==> src/rtl/fft_frame_feeder_if.sv <==
// Sample stream into the FFT frame feeder and butterfly operand pairs out of it.
// The feeder takes the slave view; the sample source / PE side takes the master view.
interface fft_frame_feeder_if #(
  parameter int unsigned DATA_W = 16
);
  logic [DATA_W-1:0]   din;
  logic                din_valid;
  logic [2*DATA_W-1:0] a;
  logic [2*DATA_W-1:0] b;
  logic [2:0]          power;
  logic                ab_valid;
  logic                frame_done;

  modport master (
    output din,
    output din_valid,
    input  a,
    input  b,
    input  power,
    input  ab_valid,
    input  frame_done
  );

  modport slave (
    input  din,
    input  din_valid,
    output a,
    output b,
    output power,
    output ab_valid,
    output frame_done
  );
endinterface

==> src/rtl/fft_frame_feeder.sv <==
// Ping-pong frame buffer feeding first-stage (x[k], x[k+8]) pairs of a 16-point FFT to the PE.
// One bank fills from the serial input while the other is issued, so capture never stalls.
module fft_frame_feeder #(
  parameter int unsigned DATA_W = 16  // must match the PE half-word; only 16 is supported
) (
  input logic              clk,
  input logic              rst,
  fft_frame_feeder_if.slave bus
);

  localparam int unsigned NumSamples = 16;

  typedef enum logic [0:0] {StIdle, StIssue} state_e;

  // Two banks, no reset: contents are only read after a full frame has been written.
  logic [DATA_W-1:0] mem [2][NumSamples];

  state_e              state_q, state_d;
  logic [3:0]          wr_cnt_q, wr_cnt_d;
  logic                wr_bank_q, wr_bank_d;
  logic                rd_bank_q, rd_bank_d;
  logic [2:0]          idx_q, idx_d;
  logic [2*DATA_W-1:0] a_q, a_d;
  logic [2*DATA_W-1:0] b_q, b_d;
  logic [2:0]          power_q, power_d;
  logic                ab_valid_q, ab_valid_d;
  logic                frame_done_q, frame_done_d;

  logic                capture;
  logic                frame_cmp;
  logic [DATA_W-1:0]   rd_lo;
  logic [DATA_W-1:0]   rd_hi;

  assign capture   = bus.din_valid;
  assign frame_cmp = capture && (wr_cnt_q == 4'hF);

  assign rd_lo = mem[rd_bank_q][{1'b0, idx_q}];
  assign rd_hi = mem[rd_bank_q][{1'b1, idx_q}];

  always_ff @(posedge clk) begin
    if (capture) begin
      mem[wr_bank_q][wr_cnt_q] <= bus.din;
    end
  end

  // Write-side bookkeeping.
  always_comb begin
    wr_cnt_d  = wr_cnt_q;
    wr_bank_d = wr_bank_q;
    rd_bank_d = rd_bank_q;
    if (capture) begin
      wr_cnt_d = wr_cnt_q + 4'd1;
    end
    if (frame_cmp) begin
      wr_bank_d = ~wr_bank_q;
      rd_bank_d = wr_bank_q;
    end
  end

  // Issue FSM: outputs are registered and hold their last value while idle.
  always_comb begin
    state_d      = state_q;
    idx_d        = idx_q;
    a_d          = a_q;
    b_d          = b_q;
    power_d      = power_q;
    ab_valid_d   = ab_valid_q;
    frame_done_d = frame_done_q;

    unique case (state_q)
      StIdle: begin
        ab_valid_d   = 1'b0;
        frame_done_d = 1'b0;
        if (frame_cmp) begin
          state_d = StIssue;
          idx_d   = 3'd0;
        end
      end

      StIssue: begin
        a_d          = {rd_lo, {DATA_W{1'b0}}};
        b_d          = {rd_hi, {DATA_W{1'b0}}};
        power_d      = idx_q;
        ab_valid_d   = 1'b1;
        frame_done_d = (idx_q == 3'd7);
        idx_d        = idx_q + 3'd1;
        // A frame completing on the last pair chains straight into the next frame.
        if (idx_q == 3'd7) begin
          state_d = frame_cmp ? StIssue : StIdle;
          idx_d   = 3'd0;
        end
      end

      default: begin
        state_d = StIdle;
      end
    endcase
  end

  always_ff @(posedge clk or posedge rst) begin
    if (rst) begin
      state_q      <= StIdle;
      wr_cnt_q     <= 4'd0;
      wr_bank_q    <= 1'b0;
      rd_bank_q    <= 1'b0;
      idx_q        <= 3'd0;
      a_q          <= '0;
      b_q          <= '0;
      power_q      <= 3'd0;
      ab_valid_q   <= 1'b0;
      frame_done_q <= 1'b0;
    end else begin
      state_q      <= state_d;
      wr_cnt_q     <= wr_cnt_d;
      wr_bank_q    <= wr_bank_d;
      rd_bank_q    <= rd_bank_d;
      idx_q        <= idx_d;
      a_q          <= a_d;
      b_q          <= b_d;
      power_q      <= power_d;
      ab_valid_q   <= ab_valid_d;
      frame_done_q <= frame_done_d;
    end
  end

  assign bus.a          = a_q;
  assign bus.b          = b_q;
  assign bus.power      = power_q;
  assign bus.ab_valid   = ab_valid_q;
  assign bus.frame_done = frame_done_q;

endmodule

==> src/flat_wrapper.sv <==
// flat-port wrapper written by rule: the top's interface ports become plain ports
module fft_frame_feeder_flat 
#(
  parameter int unsigned DATA_W = 16                                                      
)
  (clk, rst, bus_din, bus_din_valid, bus_a, bus_b, bus_power, bus_ab_valid, bus_frame_done);
  fft_frame_feeder_if #(.DATA_W(DATA_W)) bus_i ();
  input logic clk;
  input logic rst;
  input wire logic [$bits(bus_i.din)-1:0] bus_din;
  input wire logic [$bits(bus_i.din_valid)-1:0] bus_din_valid;
  output wire logic [$bits(bus_i.a)-1:0] bus_a;
  output wire logic [$bits(bus_i.b)-1:0] bus_b;
  output wire logic [$bits(bus_i.power)-1:0] bus_power;
  output wire logic [$bits(bus_i.ab_valid)-1:0] bus_ab_valid;
  output wire logic [$bits(bus_i.frame_done)-1:0] bus_frame_done;
  assign bus_i.din = bus_din;
  assign bus_i.din_valid = bus_din_valid;
  assign bus_a = bus_i.a;
  assign bus_b = bus_i.b;
  assign bus_power = bus_i.power;
  assign bus_ab_valid = bus_i.ab_valid;
  assign bus_frame_done = bus_i.frame_done;
  fft_frame_feeder #(.DATA_W(DATA_W)) u_core (.clk(clk), .rst(rst), .bus(bus_i));
endmodule
==> config.mk <==
export PLATFORM = sky130hd
export DESIGN_NAME = fft_frame_feeder_flat
export DESIGN_NICKNAME = d
export VERILOG_FILES = /design/src/rtl/fft_frame_feeder_if.sv /design/src/rtl/fft_frame_feeder.sv /design/src/flat_wrapper.sv
export SDC_FILE = /design/constraint.sdc
export NUM_CORES = 1
export LEC_CHECK = 0
export BUFFER_PORTS_ARGS = -buffer_cell sky130_fd_sc_hd__buf_2
export CAP_MARGIN = 25
export CORE_ASPECT_RATIO = 0.75
export CORE_MARGIN = 2
export CORE_UTILIZATION = 25
export CTS_CLUSTER_SIZE = 30
export DETAILED_ROUTE_END_ITERATION = 8
export PLACE_DENSITY = 0.47
export SLEW_MARGIN = 25
export SYNTH_ARGS = -nofsm -noshare
export SYNTH_HDL_FRONTEND = slang
export SYNTH_SLANG_ARGS = --single-unit
==> constraint.sdc <==
create_clock -name clk -period 2.6 [get_ports clk]
set_input_delay 0 -clock clk [delete_from_list [all_inputs] [get_ports clk]]
set_output_delay 0 -clock clk [all_outputs]
set_load 0.02 [all_outputs]
======== Word level (Yosys, flattened, before mapping) ========
Memories as Yosys holds them, arrays and structs flattened.
Cells that the tools add are included.
word-level totals
  bits of input ports ..................... 19
  word-level logic and storage cells ...... 45
  memories ................................ 1
  output and inout bits ................... 69
  register bits ........................... 47
  RAM bits ................................ 512
operators by class
  $lt $le $gt $ge ......................... 4
  add/subtract/negate cells ............... 2
  multiplexer cells ....................... 18
  equality and inequality tests ........... 3
  bitwise gates (word level) .............. 5
  reduce and logical (&&, ||, !) cells .... 2
memory list
  memory      depth  bits a word  rd ports  clocked after memory_dff  wr ports  RTL line                RTL
  u_core.mem  2      256          1         0                         1         fft_frame_feeder.sv:16  logic [DATA_W-1:0] mem [2][NumSamples];
operator list
  kind                                                    number
  2-to-1 mux 256 bit                                      1
  binary-select mux 16 bit (select 4 bit)                 2
  2-to-1 mux 16 bit                                       5
  demux 16 bit (select 4 bit)                             1
  >= comparator 5 bit (second input constant)             3
  NOT 4 -> 5 bit                                          2
  2-to-1 mux 3 bit                                        2
  one-hot mux 1 bit (2 select lines)                      3
  one-hot mux 3 bit (2 select lines)                      1
  < comparator 5 x 1 -> 1 bit (second input constant)     1
  NOT 3 -> 5 bit                                          1
  adder 4 x 1 -> 4 bit (second input constant)            1
  == test 4 bit (second input constant)                   1
  adder 3 x 1 -> 3 bit (second input constant)            1
  == test 3 bit (second input constant)                   1
  2-to-1 mux 1 bit                                        3
  logical AND 1 bit                                       2
  inequality test 2 x 1 -> 1 bit (second input constant)  1
  NOT 1 bit                                               2

======== Depth between registers and ports, before layout ========
Gate-level depths: netlist of the first run.
  depth in word-level cells ............... 6
  mapped depth ............................ 6
  mapped depth without buffers ............ 4

======== Least setup slack after synthesis of the first run ========
OpenSTA, ideal clock, no wires.
  path type ............................... reg-to-reg
  start point ............................. reg u_core.wr_cnt_q[0]
  end point ............................... mem u_core.mem[1][0] (netlist bit), enable pin
  setup slack ............................. 0.543 ns
  setup time .............................. 0.390 ns
  cell stages (with the launch flop) ...... 4
  data arrival time ....................... 1.667 ns
  period minus slack after synthesis ...... 2.057 ns
  required time ........................... 2.210 ns
  buffers on the path ..................... 0
  path through ............................ dfrtp_1 ha_1 nand4_1 nor2_1
on the way
  word-level cells in the longest chain between the ends .. 6
  elaborated cells between the ends (all ways) .. 7
  classes of those cells .................. order compare: 2; mux: 3; bitwise: 1; reduce/logical: 1
ends and longest elaborated chain
  element                                                                                   RTL line                 RTL
  start: declaration                                                                        fft_frame_feeder.sv:19   logic [3:0] wr_cnt_q, wr_cnt_d;
  start signal: assignment                                                                  fft_frame_feeder.sv:114  wr_cnt_q <= wr_cnt_d;
  NOT 4 -> 5 bit (not written as such) *                                                    fft_frame_feeder.sv:42   mem[wr_bank_q][wr_cnt_q] <= bus.din;
  >= comparator 5 bit (not written as such) or < comparator 5 x 1 -> 1 bit (tied branches)  fft_frame_feeder.sv:42
  logical AND 1 bit (not written as such)                                                   fft_frame_feeder.sv:42
  2-to-1 mux 16 bit (not written as such)                                                   fft_frame_feeder.sv:42
  demux 16 bit (select 4 bit) *                                                             fft_frame_feeder.sv:42
  2-to-1 mux 256 bit (not written as such) *                                                fft_frame_feeder.sv:42
  end: declaration                                                                          fft_frame_feeder.sv:16
Every way passes the cells marked *; elsewhere a longest branch is shown, timed or not.

======== Worst setup path in the final report of the first run ========
  start point ............................. reg u_core.idx_q[2]
  end point ............................... reg u_core.a_q[19] (netlist: u_core.bus.a[19])
on the way
  word-level cells in the longest chain between the ends .. 4
ends and longest elaborated chain
  element                                                RTL line                 RTL
  start: declaration                                     fft_frame_feeder.sv:22   logic [2:0] idx_q, idx_d;
  start signal: assignment                               fft_frame_feeder.sv:117  idx_q <= idx_d;
  NOT 3 -> 5 bit (not written as such)                   fft_frame_feeder.sv:37   assign rd_lo = mem[rd_bank_q][{1'b0, idx_q}];
  binary-select mux 16 bit (select 4 bit)                fft_frame_feeder.sv:37
  2-to-1 mux 16 bit (not written as such) (2 in series)  fft_frame_feeder.sv:37
  end signal: assignment                                 fft_frame_feeder.sv:107  a_q <= '0;
  end signal: assignment                                 fft_frame_feeder.sv:118  a_q <= a_d;
  end: declaration                                       fft_frame_feeder.sv:23   logic [2*DATA_W-1:0] a_q, a_d;
No other way between the ends. The select of a mux whose other input is x is not followed.
A chain may end at the register's enable or synchronous reset.

==> results of run 1 <==
-- Yosys cell counts --
cell,number
sky130_fd_sc_hd__clkbuf_1,25
sky130_fd_sc_hd__o21ai_0,6
sky130_fd_sc_hd__conb_1,1
sky130_fd_sc_hd__a22oi_1,3
sky130_fd_sc_hd__buf_2,13
sky130_fd_sc_hd__a21o_1,2
sky130_fd_sc_hd__nor2_1,49
sky130_fd_sc_hd__inv_1,9
sky130_fd_sc_hd__and2_1,6
sky130_fd_sc_hd__nand4_1,2
sky130_fd_sc_hd__nand2_1,12
sky130_fd_sc_hd__mux4_2,128
sky130_fd_sc_hd__nor3b_1,1
sky130_fd_sc_hd__ha_1,6
sky130_fd_sc_hd__xnor2_1,3
sky130_fd_sc_hd__mux2i_1,32
sky130_fd_sc_hd__buf_4,43
sky130_fd_sc_hd__or3_1,1
sky130_fd_sc_hd__dfrtp_1,47
sky130_fd_sc_hd__mux2_2,1
sky130_fd_sc_hd__o21ai_1,6
sky130_fd_sc_hd__o22ai_1,23
sky130_fd_sc_hd__edfxtp_1,512
sky130_fd_sc_hd__buf_1,5
sky130_fd_sc_hd__a221oi_1,29
sky130_fd_sc_hd__nor2b_1,7
sky130_fd_sc_hd__buf_6,3
sky130_fd_sc_hd__and3_1,5
sky130_fd_sc_hd__nand2b_1,4
sky130_fd_sc_hd__nand3_1,4
sky130_fd_sc_hd__or2_2,2
sky130_fd_sc_hd__and3b_1,2
sky130_fd_sc_hd__o221ai_1,3
sky130_fd_sc_hd__xor2_1,1
-- layout make-up --
| cell class | instances | area, um^2 | area share [%] |
|---|---|---|---|
| Clock buffer | 85 | 1620 | 6.44 |
| Clock inverter | 22 | 149 | 0.590 |
| Inverter | 9 | 33.8 | 0.134 |
| Multi-Input combinational cell | 370 | 4460 | 17.7 |
| Sequential cell | 559 | 16600 | 65.7 |
| Tap cell | 1128 | 1410 | 5.60 |
| Timing Repair Buffer | 127 | 971 | 3.85 |
-- layer usage --
layer | vias to the layer above | routed length [um] | share of wire (%) | GRT usage (%)
li1 | 4298 | - | - | -
met2 | 207 | 24600 | 47 | 18.6
met3 | 57 | 2040 | 3.9 | 1.88
met4 | 2 | 752 | 1.4 | 2.81
met1 | 5428 | 25100 | 48 | 17.2
met5 | - | 13 | 0.025 | 0
-- flip-flops by register name, summed over array words and instances, names as in the netlist --
name,cells
u_core.state_q,1
u_core.bus.a,16
u_core.wr_bank_q,1
u_core.wr_cnt_q,4
u_core.bus.ab_valid,1
u_core.rd_bank_q,1
u_core.bus.power,3
u_core.bus.b,16
u_core.mem,512
u_core.idx_q,3
u_core.bus.frame_done,1
-- path summary, 6_finish.rpt --
path / to / cells past startpoint
max: u_core.bus.a[19] / 4
min: u_core.mem[0][192] / 1
max reg2reg: u_core.bus.a[19] / 4
min reg2reg: u_core.bus.power[1] / 1
max in group asynchronous: u_core.idx_q[2] / 4
min in group asynchronous: u_core.bus.b[19] / 3
-- power by group through the flow --
stage | logic (mW) | registers [mW] | clock network [mW]
2_1_floorplan | 4.04 | 11.5 | 0
4_1_cts | 6.31 | 11.5 | 8.03
3_3_place_gp | 6.25 | 11.6 | 0
3_5_place_dp | 6.27 | 11.6 | 0
6_report | 6.16 | 11.4 | 7.79
5_1_grt | 6.71 | 11.5 | 8.34
-- worst reg2reg max path, delay by kind of cell, from the launching register on --
kind | cells | cell delay [ns]
flip-flops | 1 | 0.79
multiplexers | 1 | 0.36
AO/OA/AOI/OAI | 2 | 0.48
buffers and inverters | 1 | 0.32
-- kinds of logic (layout without fill, tap and decap cells) --
family,count (synthesis),count (layout),synth area share (%)
mux,161,161,15.0
simple gates,95,95,2.07
flops,559,559,77.3
xor+xnor,4,4,0.164
fa+ha+maj,6,6,0.351
buf+inv,98,243,2.65
compound gates,72,72,2.44
other cells,1,32,0.0175
-- what timing repair did --
item | in CTS | in global routing
hold buffers | 17 | 0
setup buffers | 0 | 0
resized for setup | 0 | 0
endpoints found under the hold margin | 501 | 0
==> PnR_summary.wiki, run 1 <==
{| class="wikitable"
! Metric !! Value
|-
| Synthesis-to-finish area growth || 17.8%
|-
| RSZ-0062 raised after global routing || no
|-
| Top cell type by total area after synthesis || sky130_fd_sc_hd__edfxtp_1
|-
| Yosys top cell area share || a little over 70%
|-
| 1st-iter DRT viols || 760
|-
| H-tree depth || 2
|-
| Distinct cell type count of the synthesized netlist || 34
|-
| Sw Share || 29.6%
|-
| Critical Setup Path Class || register to register
|-
| Share of the clock period used by the worst path || ~80%
|-
| Endpoint type of the worst setup path || register
|-
| Setup ws final || 0.519 ns
|-
| Switching power || 7.52 mW
|-
| Later-pin clock latency in the skew report || 0.61 ns
|-
| CTS tree || built
|-
| Length of the first detailed-routing pass in iterations || 5
|-
| Total Power || 25.4 mW
|-
| Initial Util || 25.4%
|-
| Mean area per synthesized cell || 21.5 um^2
|-
| Worst hold slack || about 0.018 ns
|-
| Cell types with the largest area share after synthesis || sky130_fd_sc_hd__edfxtp_1 (72%), sky130_fd_sc_hd__mux4_2 (13%), sky130_fd_sc_hd__dfrtp_1 (5.5%)
|-
| # nets final || 1,149
|-
| Share of the yosys chip area belonging to registers || 77.3%
|-
| Utilization after layout || 29.9%
|-
| Maximum number of pins on one net before global-route repair || 47
|-
| Initial antenna violation count || 1
|-
| N_diodes || 0
|-
| Clock network power share || 30.7%
|-
| Die Wd || between 300 and 400 um
|-
| Register bit count reported by yosys || 559
|-
| Final routed DRC violation total || 0
|-
| Max Cap Violations || 0
|-
| Final routed wire length divided by cell count || between 20 and 25 um
|-
| Remaining Overflow, GRT || 0
|-
| Global placer's final weighted congestion || approximately 0.7
|-
| Run status || finished clean
|-
| Highest cell delay on the worst timing path || roughly 0.8 ns
|-
| Final Skew || 0.0175 ns
|-
| Arrival @ worst endpoint || 2.55 ns
|-
| Vias/cell || 4.34
|-
| CP startpoint kind || register
|-
| Post-route standard cell area excluding fillers || between 20,000 and 30,000 um^2
|-
| Total CTS buffers || 57
|-
| Post-synthesis instance area || 21,400 um^2
|-
| Count of final max-slew check failures || 0
|-
| Buffer and inverter count on the worst path || 1
|-
| CP max-delay cell || sky130_fd_sc_hd__dfrtp_4
|-
| Clock-pin transition on the worst setup and hold timing paths || about 0.060 ns
|-
| Largest voltage drop on the vdd net || 0.506 mV
|-
| Final hold viol count || 0
|-
| Clock sink count || 559
|-
| Combinational share of power || 24.3%
|-
| Routed vias || 9,992
|-
| Most common library cell in the layout ignoring fill and taps || sky130_fd_sc_hd__edfxtp_1
|-
| Crit-path leading delay family || flip-flops
|-
| First-pass GRT wire length || 75.7 mm
|-
| Sequential share of power || 45.0%
|-
| Leak || 8.02 nW
|-
| Buffer levels on the longest clock path || 3
|-
| Post-Layout Cell Count || 2,300
|-
| Total internal power || 17.9 mW
|-
| Crit path required time || 3.07 ns
|-
| Die Area || 88,000 um^2
|-
| Highest clock frequency the design can meet || 480 MHz
|-
| Crit path from || u_core.idx_q[2]
|-
| Post-Synthesis Cells || approximately 1,000
|-
| Total Negative Setup Slacks || 0 ns
|-
| Transition time of the tightest slew-check pin || just under 0.8 ns
|-
| Ys Warns || 0
|-
| Final critical-path required period || 2.08 ns
|-
| Placement row count || a little over 90
|-
| Total wire length after detailed routing || 52.5 mm
|-
| Detail Route Antenna Nets || 0
|-
| Post-placement setup slack || 0.509 ns
|-
| GR Util All Layers || 11.9%
|-
| Hold/Removal Path Class || primary input to register
|-
| Number of global-route vias before repair || about 10,000
|-
| Top-level I/O count || 88
|-
| Worst slew slack as a fraction of its limit || 47.6%
|-
| Number of placed instances with taps included || 2,176
|-
| Clock tree root buffer cell || sky130_fd_sc_hd__clkbuf_16
|-
| Critical-path cell list || buf_12 -> mux4_2 -> o22ai_1 -> a221oi_1
|-
| Post-place instance area || 23,300 um^2
|-
| PortBufs || 55
|-
| Number of filler cells placed in the layout || 8,232
|-
| DP Wirelength || 30.4 mm
|-
| Core Box Area || about 84,000 um^2
|-
| Hold path startpoint || bus_din[0]
|-
| Cell area power density || 1010 nW/um^2
|-
| Count of final setup violators || 0
|-
| Worst flop-to-flop path startpoint || u_core.idx_q[2]
|-
| Setup slack, reg-to-reg || 0.52 ns
|-
| Vertical die dimension || 257 um
|-
| Highest-count cells in the layout ignoring fill and taps || sky130_fd_sc_hd__edfxtp_1 (512), sky130_fd_sc_hd__mux4_2 (128), sky130_fd_sc_hd__clkbuf_16 (59)
|-
| Fraction of final layout cells sized beyond drive strength 1 || between 20 and 30%
|-
| Highest net fanout along the worst path || 32
|}
(Power assumes the default switching activity.)
==> run 2: changes to the inputs <==
Settings changed: PLACE_DENSITY 0.47 to 0.48.
Clock period 2.6 ns to 1.69 ns, I/O delays scaled along.
==> run 2 against run 1 <==
- the run now ends with setup timing left
- die area is the same
- via count is 5.9% higher
- sequential share of layout area is 5.1 points lower
- routed wire length increased by 8.5%
- clock-buffer cell count down 3
- flip-flop and latch count stayed put
- global-route usage increased by 0.82 points
- largest power group unchanged
==> PnR_summary.wiki, run 2 (synthesized netlist as in run 1, its figures left out) <==
{| class="wikitable"
! Metric !! Value
|-
| Combinational share of power || 31.0% (+6.7 points)
|-
| N_diodes || 0 (unchanged)
|-
| Number of filler cells placed in the layout || 7,990 (-2.9%)
|-
| Highest-count cells in the layout ignoring fill and taps || sky130_fd_sc_hd__edfxtp_1 (512), sky130_fd_sc_hd__mux4_2 (128), sky130_fd_sc_hd__clkbuf_16 (65)
|-
| Detail Route Antenna Nets || 0 (unchanged)
|-
| Arrival @ worst endpoint || 2.37 ns (-0.18 ns)
|-
| Total Power || 43.7 mW (+72%)
|-
| First-pass GRT wire length || 80.2 mm (+5.9%)
|-
| Largest voltage drop on the vdd net || 0.831 mV (+64%)
|-
| Critical Setup Path Class || register to register
|-
| Die Area || 88,000 um^2 (unchanged)
|-
| Switching power || 13.3 mW (+77%)
|-
| Crit path required time || 2.16 ns (-0.91 ns)
|-
| Buffer levels on the longest clock path || 3 (unchanged)
|-
| Highest clock frequency the design can meet || 524 MHz (+9.1%)
|-
| Fraction of final layout cells sized beyond drive strength 1 || 40.2% (+11 points)
|-
| Run status || finished with violations
|-
| Sequential share of power || 39.7% (-5.3 points)
|-
| Worst slew slack as a fraction of its limit || 53.1% (+5.5 points)
|-
| Share of the clock period used by the worst path || 113% (+33 points)
|-
| Remaining Overflow, GRT || 0 (unchanged)
|-
| Clock tree root buffer cell || sky130_fd_sc_hd__clkbuf_16
|-
| Post-route standard cell area excluding fillers || 27,300 um^2 (+8.4%)
|-
| Count of final setup violators || 47 (+47)
|-
| Register bank with the most flops || u_core.mem
|-
| Global placer's final weighted congestion || 0.729 (+2.1%)
|-
| RSZ-0062 raised after global routing || yes
|-
| Clock-pin transition on the worst setup and hold timing paths || 0.06 ns (about the same)
|-
| Highest net fanout along the worst path || 8 (-75%)
|-
| Clock network power share || 29.3% (-1.4 points)
|-
| Most common library cell in the layout ignoring fill and taps || sky130_fd_sc_hd__edfxtp_1
|-
| Total wire length after detailed routing || 57.0 mm (+8.5%)
|-
| Total CTS buffers || 59 (+3.5%)
|-
| Max reg flops || 512 (unchanged)
|-
| Failing checks || setup timing
|-
| Count of final max-slew check failures || 0 (unchanged)
|-
| 1st-iter DRT viols || 932 (+23%)
|-
| Die Wd || 342 um (unchanged)
|-
| Synthesis-to-finish area growth || 27.7%
|-
| # nets final || 1,224 (+6.5%)
|-
| Later-pin clock latency in the skew report || 0.60 ns (about the same)
|-
| CP startpoint kind || register
|-
| Total internal power || 30.4 mW (+70%)
|-
| Final hold viol count || 0 (unchanged)
|-
| Worst hold slack || 0.0557 ns (+0.0382 ns)
|-
| Setup ws final || -0.218 ns (-0.737 ns)
|-
| Top-level I/O count || 88 (unchanged)
|-
| Final critical-path required period || 1.91 ns (-0.173 ns)
|-
| Hold/Removal Path Class || primary input to asynchronous set/reset pin
|-
| Sw Share || 30.4% (+0.76 points)
|-
| Post-place instance area || 24,200 um^2 (+3.8%)
|-
| Max Cap Violations || 0 (unchanged)
|-
| Length of the first detailed-routing pass in iterations || 5 (unchanged)
|-
| Cell area power density || 1600 nW/um^2 (+59%)
|-
| Final routed wire length divided by cell count || 24.0 um (+5.0%)
|-
| Vias/cell || 4.45 (+2.5%)
|-
| Initial antenna violation count || 0 (-1)
|-
| Final routed DRC violation total || 0 (unchanged)
|-
| Transition time of the tightest slew-check pin || 0.703 ns (-0.0822 ns)
|-
| Vertical die dimension || 257 um (unchanged)
|-
| Clock sink count || 559 (unchanged)
|-
| Final Skew || 0.0110 ns (-0.00651 ns)
|-
| GR Util All Layers || 12.7% (+0.82 points)
|-
| CTS tree || built
|-
| Initial Util || 25.4% (unchanged)
|-
| Setup slack, reg-to-reg || -0.22 ns (-0.74 ns)
|-
| Number of global-route vias before repair || 10,806 (+3.6%)
|-
| Placement row count || 92 (unchanged)
|-
| PortBufs || 55 (unchanged)
|-
| Routed vias || 10,582 (+5.9%)
|-
| Core Box Area || 84,400 um^2 (unchanged)
|-
| DP Wirelength || 32.3 mm (+6.2%)
|-
| Maximum number of pins on one net before global-route repair || 33 (-30%)
|-
| Endpoint type of the worst setup path || register
|-
| H-tree depth || 2 (unchanged)
|-
| Leak || 8.77 nW (+9.4%)
|}
==> run 2: cell type report <==
cell class / count / area, um^2 / area share, %
well taps: 1128 / 1410 / 5.16
multi-input cells: 370 / 5070 / 18.5
inverters: 9 / 36.3 / 0.133
repair buffers: 200 / 2330 / 8.53
flip-flops and latches: 559 / 16600 / 60.6
clock inverters: 29 / 246 / 0.902
clock buffers: 82 / 1680 / 6.13
==> run 2: worst max-delay path, stage by stage, from the launching register on <==
cell and delay [ns]:
sky130_fd_sc_hd__dfrtp_4 0.52, sky130_fd_sc_hd__buf_12 0.17, sky130_fd_sc_hd__buf_16 0.15, sky130_fd_sc_hd__buf_4 0.12, sky130_fd_sc_hd__mux4_2 0.49, sky130_fd_sc_hd__a22oi_2 0.18, sky130_fd_sc_hd__o221ai_2 0.12
==> run 2: path summary, 6_finish.rpt <==
kind / from / endpoint / depth (start not counted)
max reg2reg: u_core.rd_bank_q / u_core.bus.a[26] / 6
min in group clk: bus_din_valid / u_core.wr_cnt_q[0] / 4
max in group asynchronous: rst / u_core.wr_cnt_q[1] / 4
min: rst / u_core.bus.b[21] / 3
min reg2reg: u_core.bus.power[1] / u_core.bus.power[1] / 1
max: u_core.rd_bank_q / u_core.bus.a[26] / 6
==> run 2: power groups by stage <==
stage               sequential [mW]  combinational, mW  clock [mW]
floorplan                      17.7               6.35           0
global placement               17.6               11.0           0
CTS                            17.3               12.9        13.0
finish                         17.3               13.5        12.8
global route                   17.5               14.4        13.5
detailed placement             17.6               11.1           0
==> run 2: per-stage QoR <==
| step | worst slack [ns] | setup TNS (ns) | instances | utilization (%) |
|---|---|---|---|---|
| finish | -0.218 | -4.63 | 2377 | 32.4 |
| global route | -0.253 | -7.72 | 2377 | 32.4 |
| detailed placement | -0.276 | -7.49 | 2225 | 28.6 |
| floorplan | -0.228 | -58.07 | 1027 | - |
| global placement | -0.277 | -5.84 | 2225 | 28.6 |
| CTS | -0.196 | -4.59 | 2374 | 32.0 |
==> run 2: repair_timing <==
| item | 4_1_cts | 5_1_grt |
|---|---|---|
| buffers inserted | 11 | 4 |
| cloned | 9 | 4 |
| hold endpoints to repair | 525 | 0 |
| resized for setup | 69 | 55 |
| endpoints found under the setup margin | 130 | 311 |
| pin swaps | 13 | 13 |
| hold buffers | 18 | 0 |
==> run 2: per-layer routing <==
metal / routed length (um) / up-vias / track usage [%] / share of wire [%]
li1: - / 4479 / - / -
met1: 27100 / 5784 / 18.7 / 48
met2: 26400 / 257 / 19.6 / 46
met3: 2470 / 62 / 1.94 / 4.3
met4: 1050 / 0 / 3.05 / 1.8
met5: 0 / - / 0 / 0
